`src/rtl/pipe_reg_chain_if.sv`:
```
// Bundle between hazard/branch control (master) and the pipeline register chain (slave).
// stall_cnt is only live when the chain is built with PIPE_STALL_CNT_EN.
interface pipe_reg_chain_if #(
    parameter int WIDTH = 8,
    parameter int DEPTH = 1
);
    localparam int OCC_W = $clog2(DEPTH + 1);

    logic             stall;
    logic             flush;
    logic             in_valid;
    logic [WIDTH-1:0] d;
    logic [WIDTH-1:0] q;
    logic             out_valid;
    logic [OCC_W-1:0] occupancy;
    logic [15:0]      stall_cnt;

    modport master (
        output stall, flush, in_valid, d,
        input  q, out_valid, occupancy, stall_cnt
    );

    modport slave (
        input  stall, flush, in_valid, d,
        output q, out_valid, occupancy, stall_cnt
    );
endinterface

```
`src/rtl/pipe_reg_chain.sv`:
```
// pipe_reg_chain: DEPTH-stage data+valid pipeline register with stall and flush.
// Priority on each edge: reset > flush > stall > shift.
// Optional macro PIPE_STALL_CNT_EN builds a saturating count of stalled cycles
// that held live data; without it stall_cnt is tied to zero.
module pipe_reg_chain #(
    parameter int               WIDTH     = 8,
    parameter int               DEPTH     = 1,
    parameter logic [WIDTH-1:0] RESET_VAL = '0
) (
    input  logic               clk,
    input  logic               reset,
    pipe_reg_chain_if.slave    bus
);
    localparam int OCC_W = $clog2(DEPTH + 1);

    logic [WIDTH-1:0] data_r [DEPTH];
    logic [DEPTH-1:0] valid_r;
    logic [OCC_W-1:0] occ;

    // Stage registers: clear on reset/flush, hold on stall, otherwise shift toward the output.
    always_ff @(posedge clk or posedge reset) begin
        if (reset) begin
            for (int i = 0; i < DEPTH; i++) data_r[i] <= RESET_VAL;
            valid_r <= '0;
        end else if (bus.flush) begin
            for (int i = 0; i < DEPTH; i++) data_r[i] <= RESET_VAL;
            valid_r <= '0;
        end else if (!bus.stall) begin
            data_r[0]  <= bus.d;
            valid_r[0] <= bus.in_valid;
            for (int i = 1; i < DEPTH; i++) begin
                data_r[i]  <= data_r[i-1];
                valid_r[i] <= valid_r[i-1];
            end
        end
    end

    // Popcount of the valid bits; width covers 0..DEPTH so it cannot wrap.
    always_comb begin
        occ = '0;
        for (int i = 0; i < DEPTH; i++) occ = occ + OCC_W'(valid_r[i]);
    end

    assign bus.q         = data_r[DEPTH-1];
    assign bus.out_valid = valid_r[DEPTH-1];
    assign bus.occupancy = occ;

`ifdef PIPE_STALL_CNT_EN
    logic [15:0] stall_cnt_r;

    // Count stalls that actually held data; flush does not clear it, only reset.
    always_ff @(posedge clk or posedge reset) begin
        if (reset) begin
            stall_cnt_r <= '0;
        end else if (bus.stall && !bus.flush && (occ != '0) && (stall_cnt_r != 16'hFFFF)) begin
            stall_cnt_r <= stall_cnt_r + 16'd1;
        end
    end

    assign bus.stall_cnt = stall_cnt_r;
`else
    assign bus.stall_cnt = 16'h0000;
`endif
endmodule
```
`src/flat_wrapper.sv`:
```
// flat-port wrapper written by rule: the top's interface ports become plain ports
module pipe_reg_chain_flat 
#(
    parameter int               WIDTH     = 8,
    parameter int               DEPTH     = 1,
    parameter logic [WIDTH-1:0] RESET_VAL = '0
)
  (clk, reset, bus_stall, bus_flush, bus_in_valid, bus_d, bus_q, bus_out_valid, bus_occupancy, bus_stall_cnt);
  pipe_reg_chain_if #(.WIDTH(WIDTH), .DEPTH(DEPTH)) bus_i ();
  input  logic clk;
  input  logic reset;
  input wire logic [$bits(bus_i.stall)-1:0] bus_stall;
  input wire logic [$bits(bus_i.flush)-1:0] bus_flush;
  input wire logic [$bits(bus_i.in_valid)-1:0] bus_in_valid;
  input wire logic [$bits(bus_i.d)-1:0] bus_d;
  output wire logic [$bits(bus_i.q)-1:0] bus_q;
  output wire logic [$bits(bus_i.out_valid)-1:0] bus_out_valid;
  output wire logic [$bits(bus_i.occupancy)-1:0] bus_occupancy;
  output wire logic [$bits(bus_i.stall_cnt)-1:0] bus_stall_cnt;
  assign bus_i.stall = bus_stall;
  assign bus_i.flush = bus_flush;
  assign bus_i.in_valid = bus_in_valid;
  assign bus_i.d = bus_d;
  assign bus_q = bus_i.q;
  assign bus_out_valid = bus_i.out_valid;
  assign bus_occupancy = bus_i.occupancy;
  assign bus_stall_cnt = bus_i.stall_cnt;
  pipe_reg_chain #(.WIDTH(WIDTH), .DEPTH(DEPTH), .RESET_VAL(RESET_VAL)) u_core (.clk(clk), .reset(reset), .bus(bus_i));
endmodule
```
`config.mk`:
```
export PLATFORM = sky130hd
export DESIGN_NAME = pipe_reg_chain_flat
export DESIGN_NICKNAME = d
export VERILOG_FILES = /design/src/rtl/pipe_reg_chain_if.sv /design/src/rtl/pipe_reg_chain.sv /design/src/flat_wrapper.sv
export SDC_FILE = /design/constraint.sdc
export NUM_CORES = 1
export LEC_CHECK = 0
export BUFFER_PORTS_ARGS = -buffer_cell sky130_fd_sc_hd__buf_2
export CAP_MARGIN = 0
export CORE_MARGIN = 3
export CORE_UTILIZATION = 30
export CTS_CLUSTER_SIZE = 8
export DETAILED_ROUTE_END_ITERATION = 16
export PLACE_DENSITY_LB_ADDON = 0.1
export SLEW_MARGIN = 20
export SYNTH_ARGS = -nofsm -noshare
export SYNTH_HDL_FRONTEND = slang
export SYNTH_SLANG_ARGS = --single-unit
```
`constraint.sdc`:
```
create_clock -name clk -period 0.8 [get_ports clk]
set_clock_uncertainty 0.1 [all_clocks]
set_input_delay 0.08 -clock clk [delete_from_list [all_inputs] [get_ports clk]]
set_output_delay 0.08 -clock clk [all_outputs]
set_load 0.05 [all_outputs]
```
==> results.yml, run 1 <==
clock_tree:
  cts_root_buf: "clkbuf_4"
  clk_pin_slew_ns: 0.06
  clockBufferDepth: 2
  cts_buffers: 3
  h-tree-depth: 1
  worstSkewPairLatency_ns: 0.25
  postCtsSetupBuffers: 0
  postCtsHoldBufs: 1
  tritoncts: "built"
  clkSinkCount: 9
worst_setup_path:
  cp_max_fo: 3
  cp-end-kind: "primary output"
  slowest_stage: "dfrtp_2"
  r2r_slack_ns: -0.03
  critPathLaunchType: "flop"
  worstSetupPathType: "flop to primary output"
  r2r_start: "u_core.bus.out_valid"
  max_stage_delay_ns: 0.42
  crit_chain: "buf_6"
  timing.rr.end: "u_core.bus.out_valid"
  cp_num_buf_inv: 1
  rr_worst_depth: 2
  critical_path.top_delay_family: "flip-flops"
  arrival_ns: 0.83
  critical_path_required_ns: 0.62
sta:
  setup_viol: 17
  slew_violations: 0
  period_needed_ns: 1.01
  setup_tns_ns: -2.02
  max_freq_mhz: 986
  hold_viol_final: 9
  rsz0062_at_grt: "true"
  fin_crit_sh_pct: 127
  setup_ws_ns: -0.214
  hold_slack_ns: -0.0320
layout:
  area_delta_synth_final_pct: 31.6
  n_antenna_cell: 0
  register_area_sq_um: 236
  final_cells: 87
  multi_input_area_sq_um: 184
  nFillCells: 172
  final_nets: 85
  final_layout_size_suffix_gt1_share_pct: 49.3
place:
  io_buffers: 22
  hpwlAfterDp_microns: 692
  dp.cells: 82
  gp_congestion: 0.559
drt:
  vias: 341
  drtAntennaViolNets: 0
  drt_first_pass_iters: 1
  routedWlPerCell_microns: 10.6
  wl_microns: 925
  drc: 0
  drt_iter0_drc: 0
  avgViaCountPerCell: 3.92
power_and_ir_drop:
  power_frac_comb_pct: 33.8
  switching_share_pct: 38.9
  p_seq_share_pct: 39.4
  p_leak_nw: 0.355
  irDropWorstVdd_v: 0.000590
  p_per_area_mw_per_mm2: 1950
  switchingPower_mw: 0.497
  p_clk_share_pct: 26.8
  p_int_mw: 0.783
yosys:
  synth_cell_types: 8
  ys_seq_area_share_pct: 45.1
  synth_largest_area_cell: "dfrtp_1"
  yosysWarnings: 0
  yosysTopAreaCellShare_pct: 45.1
  synth-main-ff-cell: "dfrtp_1"
  synth_most_common_cell: "buf_4"
  synth-seq-cells: 9
  synthesis.instances: 48
  syn_avg_cell_area_sq_um: 10.4
  netlist_top_cells_area: "dfrtp_1 45%, buf_4 26%, mux2i_1 18%"
  synth_commonest_cells: "17 x buf_4, 9 x dfrtp_1, 9 x mux2i_1, 9 x nor2_1"
  ys_async_sr_fraction_pct: 100
  synth-edff-count: 0
  syn_area_sq_um: 499
global_route:
  overflow: 0
  grt_usage_pct: 8.86
  grt_max_degree: 10
  grt_pass1_wl_microns: 1320
  antenna_found_initial: 0
  grt_pass1_vias: 324
die:
  core_sq_mm: 0.00154
  initial_utilization_pct: 32.4
  num_rows: 14
  die_area_sq_mm: 0.00219
  die_h_microns: 46.8
  num_io_pins: 39
  die_w_microns: 46.8
hold_path:
  hp-class: "primary input to flop"
  hold_path_depth: 3
  worstHoldStart: "bus_d[7]"
  hold_end: "u_core.bus.q[7]"
run_status:
  status: "complete, but fails checks"
  violations: "negative hold slack, negative setup slack"
flow_run:
  maxCapViolCount: 0
==> metal layers <==
metal	up-vias	routed length (microns)	track usage (%)
met3	2	90	1.53
met1	157	346	10.4
met5	-	0	0
met4	0	20	8.29
li1	164	-	-
met2	18	468	13.6
==> state kept, by name (all words and copies together), names as in the netlist <==
name	flops
u_core.bus.out_valid	1
u_core.bus.q	8
==> layout make-up <==
class                   instances  share of cell area, %
inverters                       1                   1.14
flip-flops and latches          9                   36.0
repair buffers                 23                   27.8
multi-input cells              34                   28.0
clock buffers                   4                   4.00
well taps                      16                   3.05
==> power by group through the flow <==
stage	clock, mW	combinational [mW]	sequential, mW
after floorplan	0	0.302	0.599
after global placement	0	0.394	0.506
after detailed placement	0	0.393	0.506
after CTS	0.368	0.432	0.505
after global routing	0.384	0.457	0.507
final	0.343	0.432	0.505
==> worst max path at each step <==
stage                         startpoint              end  slack (ns)  cells after the start
CTS                 u_core.bus.out_valid    bus_occupancy       -0.22                      1
global route        u_core.bus.out_valid    bus_occupancy       -0.24                      1
detailed placement             bus_stall  u_core.bus.q[3]       -0.05                      3
finish              u_core.bus.out_valid    bus_out_valid       -0.21                      1
global placement               bus_stall  u_core.bus.q[6]       -0.05                      3
floorplan           u_core.bus.out_valid    bus_out_valid       -0.13                      1
==> repair_timing <==
| action | 4_1_cts | 5_1_grt |
|---|---|---|
| endpoints found under the setup margin | 12 | 28 |
| hold endpoints to repair | 18 | 5 |
| gates resized for setup | 20 | 1 |
| pin swaps | 0 | 4 |
==> cell usage in the layout, fill, tap and decap left out <==
master / netlist / final
conb_1: 1 / 16
buf_2: 0 / 12
buf_6: 1 / 10
mux2i_1: 9 / 9
nor2_1: 9 / 9
dfrtp_2: 0 / 9
clkbuf_4: 0 / 3
clkinvlp_4: 0 / 1
clkbuf_1: 0 / 1
dlygate4sd3_1: 0 / 1
==> kinds of logic after synthesis <==
kind of cell	count (synthesis)	share of synthesized area (%)
buffers and inverters	20	29.3
muxes	9	18.0
DFF	9	45.1
and+or+nand+nor	9	6.77
other	1	0.751
==> stage by stage <==
stage          power [mW]  setup WS (ns)  area [sq um]  utilization [%]
6_report             1.28         -0.214           657             42.6
5_1_grt              1.35         -0.235           657             42.6
4_1_cts              1.30         -0.224           653             42.4
3_5_place_dp        0.898        -0.0482           554             36.0
3_3_place_gp        0.900        -0.0470           554             36.0
2_1_floorplan       0.901         -0.135           567                -
==> worst reg2reg max path, cell delays in order, from the launching register on <==
cell and delay [ns]:
dfrtp_2 0.42, mux2i_1 0.14, nor2_1 0.06
(Power assumes the default switching activity.)
==> run 2, diff against run 1 <==
--- a/config.mk
+++ b/config.mk
@@ -5,6 +5,7 @@
 export SDC_FILE = /design/constraint.sdc
 export NUM_CORES = 1
 export LEC_CHECK = 0
+export ABC_AREA = 1
 export BUFFER_PORTS_ARGS = -buffer_cell sky130_fd_sc_hd__buf_2
 export CAP_MARGIN = 0
 export CORE_MARGIN = 3
==> results.yml, run 2 <==
clock_tree:
  h-tree-depth: 1
  clockBufferDepth: 2
  cts_buffers: 3
  worstSkewPairLatency_ns: 0.25
  clk_pin_slew_ns: 0.06
  tritoncts: "built"
  clkSinkCount: 9
  cts_root_buf: "clkbuf_4"
yosys:
  synth_largest_area_cell: "dfrtp_1"
  synth-seq-cells: 9
  ys_seq_area_share_pct: 44.3
  synth_commonest_cells: "18 x nand2_1, 17 x buf_4, 9 x dfrtp_1, 9 x nand3_1"
  synth_cell_types: 9
  netlist_top_cells_area: "dfrtp_1 44%, buf_4 25%, nand2_1 13%"
  synthesis.instances: 58
  syn_area_sq_um: 508
  ys_async_sr_fraction_pct: 100
  synth-edff-count: 0
  synth_most_common_cell: "nand2_1"
  syn_avg_cell_area_sq_um: 8.76
  synth-main-ff-cell: "dfrtp_1"
  yosysWarnings: 0
  yosysTopAreaCellShare_pct: 44.3
worst_setup_path:
  cp_max_fo: 3
  slowest_stage: "dfrtp_2"
  cp_num_buf_inv: 1
  cp-end-kind: "primary output"
  r2r_slack_ns: -0.16
  max_stage_delay_ns: 0.42
  worstSetupPathType: "flop to primary output"
  r2r_start: "u_core.bus.q[3]"
  critical_path_required_ns: 0.62
  critical_path.top_delay_family: "flip-flops"
  critPathLaunchType: "flop"
  arrival_ns: 0.84
  timing.rr.end: "u_core.bus.q[3]"
  rr_worst_depth: 4
  crit_chain: "buf_6"
layout:
  layout_common_cells: "17 x nand2_1, 16 x conb_1, 12 x buf_2, 12 x buf_6, 10 x dlygate4sd3_1"
  final_layout_size_suffix_gt1_share_pct: 55.4
  final_core_util_pct: 60.6
  area_delta_synth_final_pct: 84.0
  multi_input_area_sq_um: 235
  register_area_sq_um: 236
  final_nets: 115
  nFillCells: 135
  stdcell_area_sq_um: 935
  largest_reg_flops: 8
  n_antenna_cell: 0
  final_common_cell: "nand2_1"
drt:
  vias: 457
  drt_iter0_drc: 2
  drtAntennaViolNets: 0
  drt_first_pass_iters: 3
  wl_microns: 1200
  avgViaCountPerCell: 3.91
  drc: 0
  routedWlPerCell_microns: 10.2
sta:
  period_needed_ns: 1.02
  setup_tns_ns: -2.49
  setup_ws_ns: -0.217
  slew_violations: 0
  max_freq_mhz: 983
  hold_viol_final: 0
  fin_crit_sh_pct: 127
  rsz0062_at_grt: "true"
  setup_viol: 18
power_and_ir_drop:
  p_per_area_mw_per_mm2: 1510
  p_leak_nw: 0.486
  irDropWorstVdd_v: 0.000868
  p_total_mw: 1.41
place:
  io_buffers: 22
  hpwlAfterDp_microns: 791
  place_ws_ns: 0.0153
  gp_congestion: 0.647
  place_area_sq_um: 627
run_status:
  violations: "negative setup slack"
  status: "complete, but fails checks"
global_route:
  grt_max_degree: 10
  grt_pass1_wl_microns: 1850
  grt_pass1_vias: 431
  overflow: 0
  antenna_found_initial: 0
  grt_usage_pct: 12.3
hold_path:
  hold_end: "u_core.bus.q[1]"
  worstHoldStart: "bus_stall"
  hp-class: "primary input to flop"
  hold_path_depth: 3
die:
  num_rows: 14
  die_area_sq_mm: 0.00222
  initial_utilization_pct: 33.0
  core_sq_mm: 0.00154
  die_h_microns: 47.2
  num_io_pins: 39
  die_w_microns: 47.2
flow_run:
  maxCapViolCount: 0
run 2: cell types whose count changed after synthesis, sizes merged:
cell,change
buf,-1
nor2,-8
inv,+1
mux2i,-9
nand3,+9
nand2,+18
run 2: routing by layer:
| layer | track usage (%) | vias up | share of wire (%) |
|---|---|---|---|
| li1 | - | 233 | - |
| met1 | 14.2 | 199 | 40 |
| met2 | 20.1 | 23 | 50 |
| met3 | 1.92 | 2 | 8.8 |
| met4 | 9.94 | 0 | 1.9 |
| met5 | 0 | - | 0 |
run 2: final cells by class:
cell class	count	area share (%)
clock buffers	4	2.81
well taps	16	2.14
multi-input cells	44	25.2
inverters	2	1.20
repair buffers	42	43.4
flip-flops and latches	9	25.3
run 2: worst max path at each step:
stage	start	end	cells past startpoint
2_1_floorplan	u_core.bus.out_valid	u_core.bus.out_valid	2
3_3_place_gp	u_core.bus.q[0]	bus_q[0]	1
6_report	u_core.bus.out_valid	bus_occupancy	1
4_1_cts	u_core.bus.out_valid	bus_occupancy	1
3_5_place_dp	u_core.bus.q[2]	bus_q[2]	1
5_1_grt	u_core.bus.out_valid	bus_out_valid	1
run 2: logic make-up (layout without fill, tap and decap cells):
group         count (synthesis)  after routing  synth area share (%)
buf+inv                      20             48                  28.8
simple gates                 28             28                  26.1
other cells                   1             16                 0.738
flops                         9              9                  44.3
run 2: through the flow:
| step | instances | hold slack, ns |
|---|---|---|
| CTS | 115 | 0.0601 |
| floorplan | 73 | -0.192 |
| detailed placement | 94 | -0.0359 |
| global placement | 94 | -0.0384 |
| global route | 117 | 0.0696 |
| finish | 117 | 0.0656 |
run 2: what timing repair did:
action                                 CTS  global route
setup endpoints to repair               10            26
pin swaps                                0             4
endpoints found under the hold margin   18             0
hold buffers                            10             0
setup buffers                            7             5
gates resized for setup                 32             5
run 2: worst min-delay path: stages:
cell,delay (ns)
buf_2,0.18
nand3_2,0.09
nand2_1,0.04
run 2: power by group:
group	leakage (nW)	switching [mW]	internal (mW)
clock network	0.0150	0.160	0.192
logic	0.364	0.363	0.187
registers	0.107	0.0248	0.485
total	0.486	0.547	0.865
